`config.mk`:
```
export PLATFORM = sky130hd
export DESIGN_NAME = oam_write_buffer
export DESIGN_NICKNAME = d
export VERILOG_FILES = /design/src/rtl/oam_write_buffer.sv
export SDC_FILE = /design/constraint.sdc
export NUM_CORES = 1
export LEC_CHECK = 0
export CORE_MARGIN = 3
export CORE_UTILIZATION = 34
export CTS_CLUSTER_SIZE = 30
export DETAILED_ROUTE_END_ITERATION = 10
export PLACE_DENSITY = 0.56
export REMOVE_ABC_BUFFERS = 1
export SETUP_SLACK_MARGIN = 0.4
export SLEW_MARGIN = 20
export SYNTH_ARGS = -nofsm -noshare
export SYNTH_HDL_FRONTEND = slang
export SYNTH_SLANG_ARGS = --single-unit
```
`constraint.sdc`:
```
create_clock -name clk_i -period 7.4 [get_ports clk_i]
set_input_delay 1.48 -clock clk_i [delete_from_list [all_inputs] [get_ports clk_i]]
set_output_delay 1.48 -clock clk_i [all_outputs]
set_load 0.02 [all_outputs]
```
`src/rtl/oam_write_buffer.sv`:
```
// oam_write_buffer: queues CPU sprite-word writes and drains them into OAM
// only while the PPU is in vblank, so CPU stores never collide with sprite fetch.
//
// Optional feature macro: OAM_BYPASS_EN
//   Defined   - a request that arrives while the queue is empty and vblank is
//               high skips the queue and is written to OAM at the next edge.
//   Undefined - every request goes through the queue.
//
// The OAM-side outputs (oam_we_o, oam_addr_o, oam_wdata_o, drain_done_o) are
// registered. full_o and empty_o are decoded combinationally from count_q.
// count_q is the only source of full/empty, so the read and write pointers
// can wrap freely.

module oam_write_buffer #(
    parameter int unsigned DEPTH     = 8,
    parameter int unsigned SPR_NUM_W = 6,
    parameter int unsigned DATA_W    = 32
) (
    input  logic                    clk_i,
    input  logic                    rst_i,
    input  logic                    oam_write_i,
    input  logic [SPR_NUM_W-1:0]    spr_num_i,
    input  logic [DATA_W-1:0]       spr_data_i,
    input  logic                    vblank_i,
    output logic                    full_o,
    output logic                    empty_o,
    output logic [$clog2(DEPTH):0]  count_o,
    output logic                    overflow_o,
    output logic                    oam_we_o,
    output logic [SPR_NUM_W-1:0]    oam_addr_o,
    output logic [DATA_W-1:0]       oam_wdata_o,
    output logic                    drain_done_o
);

    localparam int unsigned PTR_W   = $clog2(DEPTH);
    localparam int unsigned CNT_W   = PTR_W + 1;
    localparam int unsigned ENTRY_W = SPR_NUM_W + DATA_W;

    typedef enum logic [0:0] {
        StIdle,
        StDrain
    } state_e;

    // Queue storage: each entry is {sprite number, sprite word}
    logic [ENTRY_W-1:0]   mem_q [DEPTH];

    logic [PTR_W-1:0]     wr_ptr_q, wr_ptr_d;
    logic [PTR_W-1:0]     rd_ptr_q, rd_ptr_d;
    logic [CNT_W-1:0]     count_q, count_d;
    state_e               state_q, state_d;
    logic                 overflow_q, overflow_d;
    logic                 oam_we_q, oam_we_d;
    logic [SPR_NUM_W-1:0] oam_addr_q, oam_addr_d;
    logic [DATA_W-1:0]    oam_wdata_q, oam_wdata_d;
    logic                 drain_done_q, drain_done_d;

    logic                 full;
    logic                 empty;
    logic                 bypass;
    logic                 push;
    logic                 pop;
    logic [ENTRY_W-1:0]   head;
    logic [SPR_NUM_W-1:0] head_addr;
    logic [DATA_W-1:0]    head_data;

    // Queue status and request classification, all judged on the pre-edge count
    always_comb begin
        full  = (count_q == CNT_W'(DEPTH));
        empty = (count_q == '0);
`ifdef OAM_BYPASS_EN
        // Queue empty in either state with vblank open: write OAM directly
        bypass = oam_write_i && empty && vblank_i;
`else
        bypass = 1'b0;
`endif
        // A same-cycle pop never frees room for a push into a full queue
        push      = oam_write_i && !full && !bypass;
        head      = mem_q[rd_ptr_q];
        head_addr = head[ENTRY_W-1:DATA_W];
        head_data = head[DATA_W-1:0];
    end

    // Drain FSM: decides when the head entry is popped into OAM
    always_comb begin
        state_d      = state_q;
        pop          = 1'b0;
        drain_done_d = 1'b0;
        case (state_q)
            StIdle: begin
                if (vblank_i && !empty) begin
                    state_d = StDrain;
                end
            end
            StDrain: begin
                if (!vblank_i || empty) begin
                    // vblank closed: leftovers wait for the next vblank
                    state_d = StIdle;
                end else begin
                    pop = 1'b1;
                    if ((count_q == CNT_W'(1)) && !push) begin
                        state_d      = StIdle;
                        drain_done_d = 1'b1;
                    end
                end
            end
            default: state_d = StIdle;
        endcase
    end

    // Pointer, count and sticky overflow next-state
    always_comb begin
        wr_ptr_d   = wr_ptr_q;
        rd_ptr_d   = rd_ptr_q;
        count_d    = count_q;
        overflow_d = overflow_q;
        if (push) begin
            wr_ptr_d = wr_ptr_q + PTR_W'(1);
        end
        if (pop) begin
            rd_ptr_d = rd_ptr_q + PTR_W'(1);
        end
        unique case ({push, pop})
            2'b10:   count_d = count_q + CNT_W'(1);
            2'b01:   count_d = count_q - CNT_W'(1);
            default: count_d = count_q;
        endcase
        if (oam_write_i && full) begin
            overflow_d = 1'b1;
        end
    end

    // OAM port next-state: strobe only on a pop or a bypassed request
    always_comb begin
        oam_we_d    = pop || bypass;
        oam_addr_d  = oam_addr_q;
        oam_wdata_d = oam_wdata_q;
        if (pop) begin
            oam_addr_d  = head_addr;
            oam_wdata_d = head_data;
        end else if (bypass) begin
            oam_addr_d  = spr_num_i;
            oam_wdata_d = spr_data_i;
        end
    end

    // Control and output registers with synchronous reset
    always_ff @(posedge clk_i) begin
        if (rst_i) begin
            wr_ptr_q     <= '0;
            rd_ptr_q     <= '0;
            count_q      <= '0;
            state_q      <= StIdle;
            overflow_q   <= 1'b0;
            oam_we_q     <= 1'b0;
            oam_addr_q   <= '0;
            oam_wdata_q  <= '0;
            drain_done_q <= 1'b0;
        end else begin
            wr_ptr_q     <= wr_ptr_d;
            rd_ptr_q     <= rd_ptr_d;
            count_q      <= count_d;
            state_q      <= state_d;
            overflow_q   <= overflow_d;
            oam_we_q     <= oam_we_d;
            oam_addr_q   <= oam_addr_d;
            oam_wdata_q  <= oam_wdata_d;
            drain_done_q <= drain_done_d;
        end
    end

    // Entry storage; contents are don't-care until written, so no reset
    always_ff @(posedge clk_i) begin
        if (push) begin
            mem_q[wr_ptr_q] <= {spr_num_i, spr_data_i};
        end
    end

    // Output drives
    always_comb begin
        full_o       = full;
        empty_o      = empty;
        count_o      = count_q;
        overflow_o   = overflow_q;
        oam_we_o     = oam_we_q;
        oam_addr_o   = oam_addr_q;
        oam_wdata_o  = oam_wdata_q;
        drain_done_o = drain_done_q;
    end

endmodule

```
==> results of run 1 <==
==> kinds of logic after synthesis <==
logic type / Yosys count / synth area share
flops: 356 / 0.7469
simple gates: 153 / 0.06634
mux: 151 / 0.1147
compound gates: 83 / 0.03804
buf+inv: 53 / 0.02472
xor+xnor: 6 / 0.003859
fa+ha+maj: 6 / 0.005513
==> layout by cell type, fill, tap and decap left out, types with 2 or more instances in the layout <==
| cell type | instances |
|---|---|
| sky130_fd_sc_hd__clkbuf_16 | 39 |
| sky130_fd_sc_hd__nor3_2 | 35 |
| sky130_fd_sc_hd__nand3_1 | 3 |
| sky130_fd_sc_hd__clkbuf_1 | 9 |
| sky130_fd_sc_hd__or2_2 | 2 |
| sky130_fd_sc_hd__nand3b_1 | 2 |
| sky130_fd_sc_hd__clkinv_2 | 9 |
| sky130_fd_sc_hd__clkinv_1 | 9 |
| sky130_fd_sc_hd__a21oi_1 | 5 |
| sky130_fd_sc_hd__o22ai_1 | 72 |
| sky130_fd_sc_hd__xor2_1 | 4 |
| sky130_fd_sc_hd__nand4b_1 | 2 |
| sky130_fd_sc_hd__nor3_1 | 40 |
| sky130_fd_sc_hd__inv_1 | 5 |
| sky130_fd_sc_hd__edfxtp_1 | 304 |
| sky130_fd_sc_hd__ha_1 | 6 |
| sky130_fd_sc_hd__a22oi_1 | 2 |
| sky130_fd_sc_hd__nor2_1 | 43 |
| sky130_fd_sc_hd__nand2b_2 | 2 |
| sky130_fd_sc_hd__buf_4 | 12 |
| sky130_fd_sc_hd__mux2i_1 | 147 |
| sky130_fd_sc_hd__mux4_2 | 4 |
| sky130_fd_sc_hd__nor2_4 | 6 |
| sky130_fd_sc_hd__clkdlybuf4s50_1 | 87 |
| sky130_fd_sc_hd__nand2b_1 | 4 |
| sky130_fd_sc_hd__xnor2_1 | 2 |
| sky130_fd_sc_hd__nand2_1 | 7 |
| sky130_fd_sc_hd__dfxtp_1 | 51 |
==> power by group <==
group,switching [mW],total [mW],internal [mW]
sequential,0.0151,2.24,2.22
combinational,0.111,0.181,0.0704
clock,0.727,1.69,0.963
total,0.853,4.11,3.25
==> stage by stage <==
stage	instances	total power [mW]	area (um^2)	util	setup slack, ps
floorplan	761	2.362	13300	-	1252
global placement	1380	2.460	15000	0.3837	2819
detailed placement	1380	2.464	15000	0.3837	2850
CTS	1447	4.166	16100	0.4118	3382
global route	1447	4.258	16100	0.4118	3167
finish	1447	4.107	16100	0.4118	3422
==> metal layers <==
layer	GRT usage	up-vias	wire, um
met4	0.03055	4	527
met3	0.02378	44	1169
met1	0.1841	3592	13100
met5	0	-	21
met2	0.2173	138	13210
li1	-	3342	-
==> worst max-delay path: stages <==
cell and delay [ps]:
sky130_fd_sc_hd__clkdlybuf4s50_1 540, sky130_fd_sc_hd__nand3_2 80, sky130_fd_sc_hd__buf_4 320, sky130_fd_sc_hd__inv_2 740, sky130_fd_sc_hd__ha_1 360, sky130_fd_sc_hd__or4b_1 440
sky130_fd_sc_hd__a21oi_1 190, sky130_fd_sc_hd__xnor2_1 130, sky130_fd_sc_hd__nor2_1 50
==> worst min-delay path by stage <==
stage | start | to | slack (ps) | cells past startpoint
6_report | overflow_o | overflow_o | 470 | 2
5_1_grt | oam_wdata_o[10] | oam_wdata_o[10] | 510 | 2
4_1_cts | overflow_o | overflow_o | 480 | 2
3_5_place_dp | overflow_o | overflow_o | 460 | 2
3_3_place_gp | overflow_o | overflow_o | 450 | 2
2_1_floorplan | wr_ptr_q[0] | wr_ptr_q[0] | 460 | 2
==> flip-flops by register name, indices dropped and copies added, names as in the netlist <==
| register | cells |
|---|---|
| count_o | 4 |
| drain_done_o | 1 |
| mem_q | 304 |
| rd_ptr_q | 3 |
| overflow_o | 1 |
| oam_we_o | 1 |
| oam_wdata_o | 32 |
| oam_addr_o | 6 |
| wr_ptr_q | 3 |
| state_q | 1 |
==> final cells by class <==
| class | instances | area (um^2) | area share |
|---|---|---|---|
| clock buffer | 48 | 1010 | 0.06271 |
| clock inverter | 19 | 87.58 | 0.005440 |
| inverter | 6 | 22.52 | 0.001399 |
| multi-input combinational | 399 | 3173 | 0.1971 |
| sequential | 356 | 10170 | 0.6319 |
| tap | 518 | 648.1 | 0.04026 |
| timing repair buffer | 101 | 985.9 | 0.06124 |
==> impl_metrics.prom, run 1 <==
# TYPE chip_impl_metric gauge
chip_impl_metric{name="die-width",unit="um"} 206.1
chip_impl_metric{name="global_route_wire_length_before_repair",unit="um"} 43410
chip_impl_metric{name="grt_antenna_before_repair",unit=""} 2
chip_impl_metric{name="period_share",unit=""} 0.5376
chip_impl_metric{name="ff2ff_path_depth",unit=""} 11
chip_impl_metric{name="antenna_cells_inserted",unit=""} 0
chip_impl_info{name="outcome",value="finished clean"} 1
chip_impl_metric{name="drt_pass1_iterations",unit=""} 5
chip_impl_metric{name="fill_cells",unit=""} 3588
chip_impl_metric{name="placementRows",unit=""} 72
chip_impl_info{name="yosys.cell_count.top_type",value="sky130_fd_sc_hd__edfxtp_1"} 1
chip_impl_info{name="min_path_type",value="reg2reg"} 1
chip_impl_metric{name="remaining_drc_errors",unit=""} 0
chip_impl_metric{name="cts_htree_levels",unit=""} 2
chip_impl_metric{name="post_synth_inst_count",unit=""} 808
chip_impl_metric{name="cap_viol_max_count",unit=""} 0
chip_impl_metric{name="hold-worst-slack",unit="ps"} 472.5
chip_impl_metric{name="cp_data_arrival_time",unit="ps"} 4340
chip_impl_metric{name="hold_violations",unit=""} 0
chip_impl_metric{name="num-nets-final",unit=""} 949
chip_impl_metric{name="grt_remaining_overflow",unit=""} 0
chip_impl_metric{name="place.gp.congestion",unit=""} 0.6703
chip_impl_metric{name="postSynthAreaPerCell",unit="um^2"} 16.85
chip_impl_metric{name="total_neg_setup_slack",unit="ps"} 0
chip_impl_info{name="crit_end",value="count_o[3]"} 1
chip_impl_info{name="synth_top_cells_by_area",value="sky130_fd_sc_hd__edfxtp_1, sky130_fd_sc_hd__mux2i_1, sky130_fd_sc_hd__dfxtp_1"} 1
chip_impl_metric{name="die_height",unit="um"} 206.1
chip_impl_metric{name="finalWorstPathRequiredPeriod",unit="ps"} 3978
chip_impl_info{name="synth-main-ff-cell",value="sky130_fd_sc_hd__edfxtp_1"} 1
chip_impl_metric{name="worst_skew_late_latency",unit="ps"} 500
chip_impl_metric{name="cts.reportedPaths.clkPinSlew",unit="ps"} 60
chip_impl_metric{name="final_setup_fails",unit=""} 0
chip_impl_metric{name="postSynthRegisterBits",unit=""} 356
chip_impl_metric{name="area_growth_syn_to_layout",unit="%"} 18.24
chip_impl_metric{name="cts_inserted_buffers",unit=""} 37
chip_impl_metric{name="reg2reg_setup_slack",unit="ps"} 3900
chip_impl_metric{name="port_buffers",unit=""} 88
chip_impl_info{name="crit_start",value="vblank_i"} 1
chip_impl_metric{name="cts_hold_buf",unit=""} 0
chip_impl_metric{name="die-area",unit="um^2"} 42490
chip_impl_metric{name="vdd.ir_drop.worst",unit="V"} 0.0001552
chip_impl_metric{name="power_leakage",unit="nW"} 4.887
chip_impl_metric{name="cts_repair_resize_count",unit=""} 0
chip_impl_metric{name="global_route_total_usage_across_every_layer",unit=""} 0.1323
chip_impl_metric{name="via_count",unit=""} 7120
chip_impl_metric{name="crit_path_max_fanout",unit=""} 41
chip_impl_metric{name="drt-initial-drc-count",unit=""} 404
chip_impl_metric{name="clock_skews",unit="ps"} 8.158
chip_impl_metric{name="detail_route.wirelength",unit="um"} 28030
chip_impl_info{name="beginning_of_the_worst_register_to_register_path",value="count_o[0]"} 1
chip_impl_metric{name="drtAntennaViolNets",unit=""} 0
chip_impl_metric{name="yosysWarnings",unit=""} 0
chip_impl_info{name="rsz0062_at_grt",value="no"} 1
chip_impl_metric{name="grt_start_max_net_pins",unit=""} 151
chip_impl_metric{name="netlist_area",unit="um^2"} 13620
chip_impl_metric{name="drive_gt1_frac",unit=""} 0.1270
chip_impl_metric{name="grt_pass1_vias",unit=""} 7272
chip_impl_metric{name="initial_utilization",unit=""} 0.3483
chip_impl_metric{name="p_per_area",unit="nW/um^2"} 255.1
chip_impl_metric{name="clock_path_buffers",unit=""} 3
chip_impl_info{name="start_kind",value="input pin"} 1
chip_impl_metric{name="maxSlewHeadroom",unit=""} 0.1036
chip_impl_metric{name="synth_edf_count",unit=""} 304
chip_impl_metric{name="crit_required",unit="ps"} 7760
chip_impl_metric{name="max_freq",unit="MHz"} 251.4
chip_impl_metric{name="vias_per_cell",unit=""} 4.921
chip_impl_metric{name="floorplan.core_area",unit="um^2"} 39100
chip_impl_info{name="critPathKind",value="in2reg"} 1
chip_impl_metric{name="post-cts-setup-buffers",unit=""} 0
chip_impl_info{name="post-synth-top-area-cell",value="sky130_fd_sc_hd__edfxtp_1"} 1
chip_impl_info{name="cts.root.buffer_cell",value="sky130_fd_sc_hd__clkbuf_16"} 1
chip_impl_info{name="r2r_end",value="count_o[3]"} 1
chip_impl_metric{name="async_reset_ff_frac",unit=""} 0
chip_impl_metric{name="timing.final.max_slew_violations",unit=""} 0
chip_impl_metric{name="clock_sink_count",unit=""} 356
chip_impl_metric{name="proportion_of_synthesized_chip_area_in_sequential_cells",unit=""} 0.7469
chip_impl_info{name="cts_tree",value="yes"} 1
chip_impl_metric{name="synth.top_cell.area_share",unit=""} 0.6704
chip_impl_metric{name="tightest_slew",unit="ps"} 1345
chip_impl_info{name="crit_path_end_kind",value="flip-flop"} 1
chip_impl_metric{name="dp_hpwl",unit="um"} 15000
chip_impl_metric{name="number_of_ports_placed_on_the_die_boundary",unit=""} 89
chip_impl_metric{name="synth_cell_types",unit=""} 38
chip_impl_info{name="ys_top_cells_by_count",value="sky130_fd_sc_hd__edfxtp_1, sky130_fd_sc_hd__mux2i_1, sky130_fd_sc_hd__o22ai_1"} 1
chip_impl_metric{name="wl_per_cell",unit="um"} 19.37
Power figures use the tool's default switching activity.
==> inputs of run 2 (changes only) <==
- clock period: 7.4 -> 4.15 ns (I/O delays scaled with it)
==> impl_metrics.prom, run 2 (synthesis gave the netlist of run 1 again) <==
# TYPE chip_impl_metric gauge
chip_impl_metric{name="drtAntennaViolNets",unit=""} 0
chip_impl_metric{name="vdd.ir_drop.worst",unit="V"} 0.0002608
chip_impl_metric{name="finalWorstPathRequiredPeriod",unit="ps"} 3095
chip_impl_metric{name="drt-initial-drc-count",unit=""} 404
chip_impl_metric{name="grt_antenna_before_repair",unit=""} 1
chip_impl_metric{name="global_route_total_usage_across_every_layer",unit=""} 0.1350
chip_impl_metric{name="die-area",unit="um^2"} 42490
chip_impl_info{name="cts.root.buffer_cell",value="sky130_fd_sc_hd__clkbuf_16"} 1
chip_impl_metric{name="cts_htree_levels",unit=""} 2
chip_impl_info{name="start_kind",value="flip-flop"} 1
chip_impl_info{name="crit_end",value="empty_o"} 1
chip_impl_metric{name="hold_violations",unit=""} 0
chip_impl_info{name="outcome",value="finished clean"} 1
chip_impl_metric{name="dp_hpwl",unit="um"} 16520
chip_impl_metric{name="global_route_wire_length_before_repair",unit="um"} 43520
chip_impl_metric{name="grt_start_max_net_pins",unit=""} 60
chip_impl_metric{name="p_per_area",unit="nW/um^2"} 457.2
chip_impl_info{name="layout_commonest_cell",value="sky130_fd_sc_hd__edfxtp_1"} 1
chip_impl_metric{name="worst_skew_late_latency",unit="ps"} 520
chip_impl_metric{name="clock_sink_count",unit=""} 356
chip_impl_metric{name="crit_required",unit="ps"} 3320
chip_impl_info{name="min_path_type",value="reg2reg"} 1
chip_impl_metric{name="grt_remaining_overflow",unit=""} 0
chip_impl_metric{name="number_of_flip_flops_under_the_largest_register_name",unit=""} 304
chip_impl_metric{name="fill_cells",unit=""} 3533
chip_impl_info{name="registers.top_by_ff_count",value="mem_q"} 1
chip_impl_metric{name="cts_hold_buf",unit=""} 0
chip_impl_metric{name="die-width",unit="um"} 206.1
chip_impl_metric{name="cts_inserted_buffers",unit=""} 39
chip_impl_metric{name="place.gp.congestion",unit=""} 0.7052
chip_impl_metric{name="antenna_cells_inserted",unit=""} 0
chip_impl_metric{name="place_inst",unit=""} 1387
chip_impl_metric{name="clock_path_buffers",unit=""} 3
chip_impl_info{name="cts_tree",value="yes"} 1
chip_impl_metric{name="remaining_drc_errors",unit=""} 0
chip_impl_metric{name="port_buffers",unit=""} 88
chip_impl_metric{name="vias_per_cell",unit=""} 4.856
chip_impl_metric{name="cts_repair_resize_count",unit=""} 0
chip_impl_metric{name="cts.reportedPaths.clkPinSlew",unit="ps"} 50
chip_impl_info{name="crit_path_end_kind",value="output pin"} 1
chip_impl_metric{name="timing.final.max_slew_violations",unit=""} 0
chip_impl_metric{name="clock_skews",unit="ps"} 18.40
chip_impl_metric{name="final-instance-count-excl-fill",unit=""} 1457
chip_impl_metric{name="cap_viol_max_count",unit=""} 0
chip_impl_metric{name="final_setup_fails",unit=""} 0
chip_impl_info{name="beginning_of_the_worst_register_to_register_path",value="count_o[0]"} 1
chip_impl_metric{name="initial_utilization",unit=""} 0.3483
chip_impl_metric{name="ff2ff_path_depth",unit=""} 10
chip_impl_metric{name="placementRows",unit=""} 72
chip_impl_metric{name="reg2reg_setup_slack",unit="ps"} 1360
chip_impl_metric{name="die_height",unit="um"} 206.1
chip_impl_metric{name="tightest_slew",unit="ps"} 1061
chip_impl_metric{name="detail_route.wirelength",unit="um"} 28770
chip_impl_metric{name="total_neg_setup_slack",unit="ps"} 0
chip_impl_metric{name="drive_gt1_frac",unit=""} 0.1331
chip_impl_metric{name="post-cts-setup-buffers",unit=""} 0
chip_impl_metric{name="num-nets-final",unit=""} 958
chip_impl_info{name="crit_start",value="count_o[1]"} 1
chip_impl_metric{name="crit_path_max_fanout",unit=""} 5
chip_impl_metric{name="wl_per_cell",unit="um"} 19.75
chip_impl_metric{name="area_growth_syn_to_layout",unit="%"} 19.31
chip_impl_info{name="critPathKind",value="reg2out"} 1
chip_impl_info{name="rsz0062_at_grt",value="no"} 1
chip_impl_info{name="most-common-layout-cells",value="sky130_fd_sc_hd__edfxtp_1, sky130_fd_sc_hd__mux2i_1, sky130_fd_sc_hd__clkdlybuf4s50_1"} 1
chip_impl_metric{name="power_leakage",unit="nW"} 4.944
chip_impl_metric{name="postLayoutCoreUtil",unit=""} 0.4155
chip_impl_metric{name="max_freq",unit="MHz"} 323.1
chip_impl_metric{name="post-layout-total-power",unit="mW"} 7.428
chip_impl_metric{name="maxSlewHeadroom",unit=""} 0.2929
chip_impl_metric{name="period_share",unit=""} 0.7458
chip_impl_metric{name="grt_pass1_vias",unit=""} 6991
chip_impl_metric{name="floorplan.core_area",unit="um^2"} 39100
chip_impl_metric{name="number_of_ports_placed_on_the_die_boundary",unit=""} 89
chip_impl_metric{name="cp_data_arrival_time",unit="ps"} 2270
chip_impl_metric{name="drt_pass1_iterations",unit=""} 4
chip_impl_info{name="r2r_end",value="count_o[3]"} 1
chip_impl_metric{name="via_count",unit=""} 7075
run 2: cell types whose count changed in the layout (fill, tap and decap cells not counted):
cell,before,now
sky130_fd_sc_hd__buf_12,1,5
sky130_fd_sc_hd__buf_4,12,15
sky130_fd_sc_hd__clkbuf_1,9,15
sky130_fd_sc_hd__clkbuf_8,0,3
sky130_fd_sc_hd__clkinv_1,9,6
sky130_fd_sc_hd__clkinv_2,9,4
sky130_fd_sc_hd__clkinv_4,0,1
sky130_fd_sc_hd__clkinvlp_4,0,1
run 2: how the worst min path moves through the flow:
stage                          startpoint              end  slack [ps]  cells past startpoint
after detailed placement       overflow_o       overflow_o         460                      2
after global placement         overflow_o       overflow_o         460                      2
final                          overflow_o       overflow_o         470                      2
after global routing      oam_wdata_o[11]  oam_wdata_o[11]         510                      2
after floorplan               wr_ptr_q[0]      wr_ptr_q[0]         460                      2
after CTS                      overflow_o       overflow_o         470                      2
run 2: worst max-delay path: stages (launching register included):
cell	delay, ps
sky130_fd_sc_hd__dfxtp_1	360
sky130_fd_sc_hd__inv_1	110
sky130_fd_sc_hd__ha_1	200
sky130_fd_sc_hd__or3b_4	430
sky130_fd_sc_hd__inv_1	60
sky130_fd_sc_hd__clkdlybuf4s50_1	600
run 2: cell type report:
type / count / area [um^2] / share of cell area
Sequential cell: 356 / 10170 / 0.6262
Timing Repair Buffer: 108 / 1089 / 0.06700
Inverter: 6 / 22.52 / 0.001386
Clock inverter: 13 / 67.56 / 0.004159
Clock buffer: 57 / 1074 / 0.06608
Multi-Input combinational cell: 399 / 3173 / 0.1953
Tap cell: 518 / 648.1 / 0.03989
run 2: report_power, final:
part | internal [mW] | leakage (nW) | switching (mW)
Combinational | 0.128 | 1.21 | 0.203
Sequential | 3.96 | 3.18 | 0.0282
Clock | 1.79 | 0.554 | 1.32
run 2: stage by stage:
step                      hold slack, ps  setup WS [ps]  area [um^2]
after floorplan                    456.1          -1998        13300
after global placement             456.1           1009        15110
after detailed placement           457.9          996.1        15110
after CTS                          471.8           1025        16250
after global routing               506.7          942.4        16250
final                              465.9           1055        16250
run 2: layer usage:
layer,part of all wire,GRT usage
met5,0.00059,0
met4,0.015,0.03127
met3,0.043,0.02898
met2,0.47,0.2164
met1,0.48,0.1896
==> inputs of run 3 (changes only) <==
- PLACE_DENSITY: 0.56 -> 0.58
- clock period: 4.15 -> 2.8 ns (I/O delays scaled with it)
==> impl_metrics.prom, run 3 (synthesis gave the netlist of run 1 again) <==
# TYPE chip_impl_metric gauge
chip_impl_info{name="outcome",value="finished clean"} 1
chip_impl_metric{name="wl_met3",unit="um"} 1391
chip_impl_info{name="route.top_layer_used",value="met5"} 1
chip_impl_metric{name="hold_violations",unit=""} 0
chip_impl_metric{name="wirelength_met1",unit="um"} 13210
chip_impl_metric{name="dp_hpwl",unit="um"} 17680
chip_impl_metric{name="global_route_total_usage_across_every_layer",unit=""} 0.1360
chip_impl_metric{name="vdd.ir_drop.worst",unit="V"} 0.0003628
chip_impl_metric{name="tightest_slew",unit="ps"} 537.5
chip_impl_metric{name="die-area",unit="um^2"} 42490
chip_impl_info{name="min_path_type",value="reg2reg"} 1
chip_impl_metric{name="placementRows",unit=""} 72
chip_impl_metric{name="detail_route.wirelength",unit="um"} 28590
chip_impl_info{name="beginning_of_the_worst_register_to_register_path",value="count_o[1]"} 1
chip_impl_metric{name="post-layout-total-power",unit="mW"} 11.58
chip_impl_metric{name="area_growth_syn_to_layout",unit="%"} 22.02
chip_impl_metric{name="post-cts-setup-buffers",unit=""} 0
chip_impl_metric{name="remaining_drc_errors",unit=""} 0
chip_impl_metric{name="clock_path_buffers",unit=""} 3
chip_impl_metric{name="grt_pass1_vias",unit=""} 7262
chip_impl_info{name="timing.critical_path.cells",value="inv_2 -> ha_4 -> or3b_4 -> inv_1 -> buf_4"} 1
chip_impl_metric{name="die-width",unit="um"} 206.1
chip_impl_info{name="rsz0062_at_grt",value="no"} 1
chip_impl_metric{name="hold-worst-slack",unit="ps"} 474.1
chip_impl_metric{name="maxSlewHeadroom",unit=""} 0.6417
chip_impl_metric{name="number_of_ports_placed_on_the_die_boundary",unit=""} 89
chip_impl_metric{name="dp_slack",unit="ps"} 286.7
chip_impl_metric{name="cts_htree_levels",unit=""} 2
chip_impl_metric{name="via_count",unit=""} 7154
chip_impl_info{name="critical-path-top-delay-family",value="simple AND/OR/NAND/NOR gates"} 1
chip_impl_info{name="r2r_end",value="count_o[3]"} 1
chip_impl_metric{name="final_setup_fails",unit=""} 0
chip_impl_metric{name="max_freq",unit="MHz"} 443.4
chip_impl_info{name="crit_start",value="count_o[1]"} 1
chip_impl_metric{name="num-nets-final",unit=""} 974
chip_impl_metric{name="dpl-instance-area",unit="um^2"} 15300
chip_impl_metric{name="die_height",unit="um"} 206.1
chip_impl_metric{name="clock_skews",unit="ps"} 13.87
chip_impl_metric{name="met2_wl",unit="um"} 13480
chip_impl_metric{name="hold-path-cell-count",unit=""} 2
chip_impl_metric{name="drtAntennaViolNets",unit=""} 0
chip_impl_metric{name="cp_slowest_stage_delay",unit="ps"} 410
chip_impl_metric{name="timing.final.max_slew_violations",unit=""} 0
chip_impl_metric{name="place.gp.congestion",unit=""} 0.7061
chip_impl_metric{name="finalInstanceArea",unit="um^2"} 16620
chip_impl_metric{name="worst_skew_late_latency",unit="ps"} 520
chip_impl_info{name="cts_tree",value="yes"} 1
chip_impl_metric{name="critical_path_buf_inv_count",unit=""} 3
chip_impl_metric{name="cts.reportedPaths.clkPinSlew",unit="ps"} 60
chip_impl_metric{name="global_route_wire_length_before_repair",unit="um"} 43940
chip_impl_metric{name="reg2reg_setup_slack",unit="ps"} 610
chip_impl_info{name="cts.root.buffer_cell",value="sky130_fd_sc_hd__clkbuf_16"} 1
chip_impl_metric{name="drt_pass1_iterations",unit=""} 5
chip_impl_metric{name="clock_sink_count",unit=""} 356
chip_impl_info{name="start_kind",value="flip-flop"} 1
chip_impl_metric{name="initial_utilization",unit=""} 0.3483
chip_impl_metric{name="cap_viol_max_count",unit=""} 0
chip_impl_metric{name="period_share",unit=""} 0.8054
chip_impl_metric{name="port_buffers",unit=""} 88
chip_impl_metric{name="antenna_cells_inserted",unit=""} 0
chip_impl_metric{name="finalWorstPathRequiredPeriod",unit="ps"} 2255
chip_impl_metric{name="wl_per_cell",unit="um"} 19.41
chip_impl_metric{name="number_of_flip_flops_under_the_largest_register_name",unit=""} 304
chip_impl_metric{name="grt_remaining_overflow",unit=""} 0
chip_impl_info{name="registers.top_by_ff_count",value="mem_q"} 1
chip_impl_metric{name="grt_antenna_before_repair",unit=""} 2
chip_impl_metric{name="cts_hold_buf",unit=""} 0
chip_impl_info{name="layout_commonest_cell",value="sky130_fd_sc_hd__edfxtp_1"} 1
chip_impl_info{name="worst_hold_startpoint",value="oam_wdata_o[11]"} 1
chip_impl_metric{name="ff2ff_path_depth",unit=""} 10
chip_impl_metric{name="grt_start_max_net_pins",unit=""} 56
chip_impl_metric{name="power_leakage",unit="nW"} 5.136
chip_impl_metric{name="drive_gt1_frac",unit=""} 0.1613
chip_impl_metric{name="vias_per_cell",unit=""} 4.857
chip_impl_metric{name="cts_inserted_buffers",unit=""} 38
chip_impl_metric{name="drt-initial-drc-count",unit=""} 406
chip_impl_info{name="critPathKind",value="reg2out"} 1
chip_impl_metric{name="setup_ws",unit="ps"} 544.9
chip_impl_info{name="crit_path_end_kind",value="output pin"} 1
chip_impl_metric{name="cp_data_arrival_time",unit="ps"} 1700
chip_impl_metric{name="crit_path_max_fanout",unit=""} 5
chip_impl_info{name="most-common-layout-cells",value="sky130_fd_sc_hd__edfxtp_1, sky130_fd_sc_hd__mux2i_1, sky130_fd_sc_hd__clkdlybuf4s50_1"} 1
chip_impl_info{name="hold_path_end",value="oam_wdata_o[11]"} 1
chip_impl_info{name="cpMaxStageDelayCell",value="sky130_fd_sc_hd__or3b_4"} 1
chip_impl_metric{name="floorplan.core_area",unit="um^2"} 39100
chip_impl_metric{name="postLayoutCoreUtil",unit=""} 0.4250
chip_impl_metric{name="p_per_area",unit="nW/um^2"} 697.0
chip_impl_metric{name="crit_required",unit="ps"} 2240
run 3: changes by cell type in the layout (fill, tap and decap cells not counted), moves of 2 or more:
| cell | before | now |
|---|---|---|
| sky130_fd_sc_hd__clkbuf_1 | 15 | 8 |
| sky130_fd_sc_hd__bufinv_16 | 0 | 5 |
| sky130_fd_sc_hd__clkbuf_16 | 39 | 41 |
| sky130_fd_sc_hd__buf_12 | 5 | 10 |
| sky130_fd_sc_hd__clkdlybuf4s50_1 | 87 | 85 |
| sky130_fd_sc_hd__buf_4 | 15 | 28 |
run 3: power breakdown:
group          total (mW)  internal, mW  switching, mW
clock                5.15          3.23           1.93
sequential           5.91          5.87         0.0384
combinational       0.519         0.207          0.312
total                11.6          9.30           2.28
run 3: area by class of cell:
class / instances / area [um^2]
repair buffers: 125 / 1271
clock buffers: 53 / 1111
clock inverters: 16 / 202.7
well taps: 518 / 648.1
fillers: 3478 / 22480
flip-flops and latches: 356 / 10170
inverters: 6 / 22.52
multi-input cells: 399 / 3186
run 3: worst reg2reg max path, delay by kind of cell, from the launching register on:
| kind | cells | cell delay (ps) |
|---|---|---|
| xor gates and xnor gates | 1 | 130 |
| and+or+nand+nor | 4 | 860 |
| buffers and inverters | 2 | 140 |
| adders and majority gates | 2 | 400 |
| DFF | 1 | 370 |
| AOI/OAI and AO/OA | 1 | 190 |
run 3: repair_timing:
action,in CTS,in global routing
resized for setup,7,5
setup endpoints to repair,2,19
gates cloned,0,0
run 3: metrics by stage:
| step | setup TNS (ps) | std cells |
|---|---|---|
| finish | 0 | 1473 |
| global route | 0 | 1473 |
| CTS | 0 | 1473 |
| detailed placement | 0 | 1404 |
| global placement | 0 | 1404 |
| floorplan | -360280 | 761 |
run 3: worst max-delay path by stage:
stage                     depth (start not counted)         endpoint
final                                             5          empty_o
after global routing                              5          empty_o
after global placement                            5      mem_q[1][9]
after floorplan                                   3  oam_wdata_o[10]
after CTS                                         5          empty_o
after detailed placement                          5      mem_q[1][9]
run 3: routing by layer:
metal | vias to the layer above | GRT usage
li1 | 3389 | -
met1 | 3578 | 0.1859
met2 | 143 | 0.2206
met3 | 40 | 0.03150
met4 | 4 | 0.03418
met5 | - | 0
